File: src/rtl/demux64_scatter_pkg.sv
// Shared constants, state encoding and lane-select decode for the 64-lane scatter block.
package demux64_scatter_pkg;

    localparam int LANES = 64;
    localparam int IDX_W = 6;
    localparam int CNT_W = 7;

    typedef enum logic [1:0] {
        ST_IDLE = 2'd0,
        ST_LOAD = 2'd1,
        ST_DONE = 2'd2
    } state_e;

    // One-hot decode of a lane index into a 64-bit select vector.
    function automatic logic [LANES-1:0] idx_onehot(input logic [IDX_W-1:0] idx);
        logic [LANES-1:0] oh;
        oh      = '0;
        oh[idx] = 1'b1;
        return oh;
    endfunction

endpackage

File: src/rtl/demux_lane.sv
// One output lane: N-bit data register plus a loaded flag.
// The write enable beats clear on the flag, so a lane written on the same
// edge as a global clear stays marked as loaded. Clear never touches data.
module demux_lane #(
    parameter int N = 16
) (
    input  logic         clk,
    input  logic         rst,
    input  logic         we_i,
    input  logic         clr_i,
    input  logic [N-1:0] d_i,
    output logic [N-1:0] q_o,
    output logic         vld_o
);

    logic [N-1:0] data_q;
    logic         vld_q;

    // Data register: loads only on write enable.
    always_ff @(posedge clk or posedge rst) begin
        if (rst)       data_q <= '0;
        else if (we_i) data_q <= d_i;
    end

    // Loaded flag: write sets, clear resets, write has priority.
    always_ff @(posedge clk or posedge rst) begin
        if (rst)        vld_q <= 1'b0;
        else if (we_i)  vld_q <= 1'b1;
        else if (clr_i) vld_q <= 1'b0;
    end

    assign q_o   = data_q;
    assign vld_o = vld_q;

endmodule

File: src/rtl/demux64_scatter.sv
// Scatter a burst of words into consecutive lanes (mod 64) starting at a
// base lane. The FSM sequences IDLE -> LOAD -> DONE; each accepted word is
// written to lane idx and idx advances with wrap.
module demux64_scatter #(
    parameter int N     = 16,
    parameter int LANES = 64
) (
    input  logic                                 clk,
    input  logic                                 rst,
    input  logic                                 start,
    input  logic [demux64_scatter_pkg::IDX_W-1:0] base_idx,
    input  logic [demux64_scatter_pkg::CNT_W-1:0] count,
    input  logic [N-1:0]                         in_data,
    input  logic                                 in_valid,
    output logic                                 in_ready,
    input  logic                                 clr,
    output logic [LANES*N-1:0]                   out_bus,
    output logic [LANES-1:0]                     out_vld,
    output logic                                 busy,
    output logic                                 done
);

    import demux64_scatter_pkg::*;

    state_e           state_q, state_d;
    logic [IDX_W-1:0] idx_q, idx_d;
    logic [CNT_W-1:0] rem_q, rem_d;
    logic             xfer;
    logic [LANES-1:0] lane_we;

    assign xfer    = in_valid && in_ready;
    assign lane_we = xfer ? idx_onehot(idx_q) : '0;

    // State, lane pointer and remaining-word counter.
    always_ff @(posedge clk or posedge rst) begin
        if (rst) begin
            state_q <= ST_IDLE;
            idx_q   <= '0;
            rem_q   <= '0;
        end else begin
            state_q <= state_d;
            idx_q   <= idx_d;
            rem_q   <= rem_d;
        end
    end

    // Next state: start is only honoured in IDLE; LOAD advances per transfer.
    always_comb begin
        state_d = state_q;
        idx_d   = idx_q;
        rem_d   = rem_q;
        case (state_q)
            ST_IDLE: begin
                if (start) begin
                    idx_d   = base_idx;
                    rem_d   = count;
                    state_d = (count == '0) ? ST_DONE : ST_LOAD;
                end
            end
            ST_LOAD: begin
                if (in_valid) begin
                    idx_d = idx_q + 1'b1;
                    rem_d = rem_q - 1'b1;
                    if (rem_q == 7'd1) state_d = ST_DONE;
                end
            end
            ST_DONE: state_d = ST_IDLE;
            default: state_d = ST_IDLE;
        endcase
    end

    // Outputs decode from state only so in_ready never depends on in_valid.
    always_comb begin
        in_ready = (state_q == ST_LOAD);
        busy     = (state_q == ST_LOAD);
        done     = (state_q == ST_DONE);
    end

    for (genvar k = 0; k < LANES; k++) begin : g_lane
        demux_lane #(.N(N)) u_lane (
            .clk   (clk),
            .rst   (rst),
            .we_i  (lane_we[k]),
            .clr_i (clr),
            .d_i   (in_data),
            .q_o   (out_bus[k*N +: N]),
            .vld_o (out_vld[k])
        );
    end

endmodule

File: config.mk
export PLATFORM = sky130hd
export DESIGN_NAME = demux64_scatter
export DESIGN_NICKNAME = d
export VERILOG_FILES = /design/src/rtl/demux64_scatter_pkg.sv /design/src/rtl/demux_lane.sv /design/src/rtl/demux64_scatter.sv
export SDC_FILE = /design/constraint.sdc
export NUM_CORES = 2
export LEC_CHECK = 0
export ABC_AREA = 1
export BUFFER_PORTS_ARGS = -buffer_cell sky130_fd_sc_hd__buf_2
export CORE_AREA = 2 2 433 435
export DETAILED_ROUTE_END_ITERATION = 8
export DIE_AREA = 0 0 435 437
export PLACE_DENSITY = 0.45
export REMOVE_ABC_BUFFERS = 1
export SLEW_MARGIN = 20
export SYNTH_ARGS = -nofsm -noshare
export SYNTH_HDL_FRONTEND = slang
export SYNTH_SLANG_ARGS = --single-unit
File: constraint.sdc
create_clock -name clk -period 30.3 [get_ports clk]
set_input_delay 1.515 -clock clk [delete_from_list [all_inputs] [get_ports clk]]
set_output_delay 1.515 -clock clk [all_outputs]
set_load 0.02 [all_outputs]
==> impl_metrics.ini <==
[drt]
firstDrtPassIters = 5
ant_nets = 0
routed_via_density = 4.19
totalWireLength_mm = 170
vias = 31100
detail_route.iter0.violations = 2558
drc = 0
wl_per_cell_um = 22.9

[die]
die_x_um = 435
io_pins = 1125
rows = 158
start_util_pct = 21.7
die_y_um = 437
die-area_mm2 = 0.190
core_mm2 = 0.185

[hold_path]
min_from = g_lane[22].u_lane.q_o[1]
min_path_type = reg -> reg

[synth]
synth_top_cell_by_area = dfrtp_1
synth_area_mm2 = 0.0402
synth_seq_cells = 1103
synth_area_leaders = dfrtp_1 (69%), o21ai_0 (14%), nand2_1 (10%), clkbuf_1 (2.5%), buf_4 (1.3%)
yosysMostFrequentCell = nand2_1
syn_area_per_cell_um2 = 10.2
yosysWarningCount = 0
yosysSeqAreaShare_pct = 68.7
synth_top_area_share_pct = 68.7
synth_flop_cell = dfrtp_1
syn_inst = 3925
synth_cell_types = 26
synth-async-reset-ratio_pct = 100
synth_edf_count = 0
synth_common_cells = nand2_1 (1118), dfrtp_1 (1103), o21ai_0 (1085), clkbuf_1 (263), inv_1 (93)

[critical_path]
setup.worst_path.end_class = async pin
startpoint = rst
crit_path_max_fanout = 164
startpoint_type = primary input
path_class = in -> async
arrival_ps = 6010
reg2reg_from = state_q[0]
cp.required_ps = 31080

[power]
max-vdd-ir-drop_mv = 0.0579
p_leak_nw = 27.0
internal_power_mw = 3.36
switchingPower_mw = 2.21
swShare_pct = 39.7
pwr-share-seq_pct = 39.6
clkPwrFrac_pct = 27.1
comb_power_share_pct = 33.3
power_density_mw_per_mm2 = 107

[cts]
cts_tree = built
htree_levels = 3
cts_root_buffer = clkbuf_16
cts_buffer_depth = 3
clock-sinks = 1103
cts-hold-fix-buffers = 0
postCtsSetupBuffers = 0
cts_buffers = 120
cts.clk_slew.worst_paths_ps = 60
cts-resized-gates = 0
insertion_delay_ps = 790

[sta]
period_share_pct = 17.3
relSlewSlack_pct = 29.8
finalSetupViolCount = 0
finalMaxSlewViolations = 0
clock-skew-final_ps = 31.7
setup_tns_ps = 0
max_slew.worst_pin.slew_ps = 1050
layout_min_cycle_time_ps = 5230
rsz0062_at_grt = no
max_clock_freq_mhz = 191
hold_viol = 0
layout_setup_ws_ps = 25070

[layout]
fill_cells = 19900
num-nets-final = 4888
area_growth_pct = 29.0
drive_gt1_share_pct = 28.8

[place]
dp_hpwl_mm = 112
pre_cts_slack_ps = 24110
port_buffers = 1124
gp_congestion = 0.783

[global_route]
grt_antenna_before_repair = 24
grt_usage_pct = 17.4
grt_pass1_vias = 30000
grt-ovfl-total = 0
grt_max_degree = 165
grt_pass1_wl_mm = 238

[job]
max_cap_violations = 0

[status]
status = finished, final reports clean
## per-stage QoR
stage | hold WS (ps) | std cells | instance area (um2) | util (%) | total power, mW
3_3_place_gp | 460 | 7208 | 47700 | 25.8 | 4.09
6_report | 476 | 7436 | 51800 | 28.0 | 5.57
5_1_grt | 491 | 7434 | 51800 | 28.0 | 5.88
3_5_place_dp | 467 | 7208 | 47700 | 25.8 | 4.11
2_1_floorplan | 493 | 3555 | 38500 | - | 3.24
4_1_cts | 482 | 7427 | 51700 | 28.0 | 5.65
## cells by family (layout without fill, tap and decap cells)
logic type / count (synthesis) / in the layout / share of synthesized area [%]
flops: 1103 / 1103 / 68.7
compound gates: 1104 / 1104 / 13.8
buf+inv: 480 / 1503 / 5.23
other cells: 0 / 8 / 0
xor+xnor: 2 / 2 / 0.0436
fa+ha+maj: 3 / 3 / 0.0934
simple gates: 1233 / 1233 / 12.2
## cells in the final DEF, fill, tap and decap left out, types with 33 or more instances in the layout
cell type | Yosys | layout
nand2_1 | 1118 | 1098
clkbuf_1 | 263 | 33
buf_4 | 67 | 46
o21ai_0 | 1085 | 1085
clkbuf_16 | 0 | 121
nor2_1 | 55 | 55
buf_2 | 38 | 1123
inv_1 | 93 | 92
dfrtp_1 | 1103 | 1103
clkbuf_8 | 0 | 35
## power groups by stage
| stage | clock (mW) | sequential (mW) | combinational, mW |
|---|---|---|---|
| floorplan | 0 | 2.79 | 0.448 |
| global placement | 0 | 2.21 | 1.88 |
| detailed placement | 0 | 2.22 | 1.89 |
| CTS | 1.55 | 2.20 | 1.89 |
| global route | 1.61 | 2.26 | 2.01 |
| finish | 1.51 | 2.20 | 1.86 |
## area by class of cell
type                    instances  area [um2]  share of cell area, %
flip-flops and latches       1103       27600                   53.2
multi-input cells            2342       10500                   20.3
repair buffers               1174        6070                   11.7
clock buffers                 189        3630                   7.01
well taps                    2480        3100                   5.99
inverters                     110         444                  0.857
clock inverters                30         437                  0.842
diodes                          8        20.0                 0.0386
## path summary, 6_finish.rpt
path / to / slack (ps) / depth (start not counted)
worst min-delay path: g_lane[22].u_lane.q_o[1] / 480 / 2
max in group clk: in_ready / 26660 / 3
worst max register to register: g_lane[14].u_lane.q_o[13] / 27210 / 6
worst min register to register: g_lane[22].u_lane.q_o[1] / 480 / 2
min in group asynchronous: g_lane[14].u_lane.q_o[10] / 820 / 2
worst max-delay path: g_lane[21].u_lane.q_o[6] / 25070 / 7
## registers in the layout (all words and copies together) (netlist names)
signal and flops:
g_lane.u_lane.q_o 1024, g_lane.u_lane.vld_o 64, idx_q 6, rem_q 7, state_q 2
## layer usage
metal / part of all wire (%) / track usage [%]
met4: 3.6 / 6.97
met2: 50 / 29.8
met1: 40 / 21.0
met3: 6.4 / 4.10
met5: 0 / 0
## worst max-delay path, stage by stage
cell and delay [ps]:
buf_2 130, inv_8 410, buf_12 610, buf_4 720
buf_4 740, buf_4 700, buf_12 580
Power figures use the tool's default switching activity.
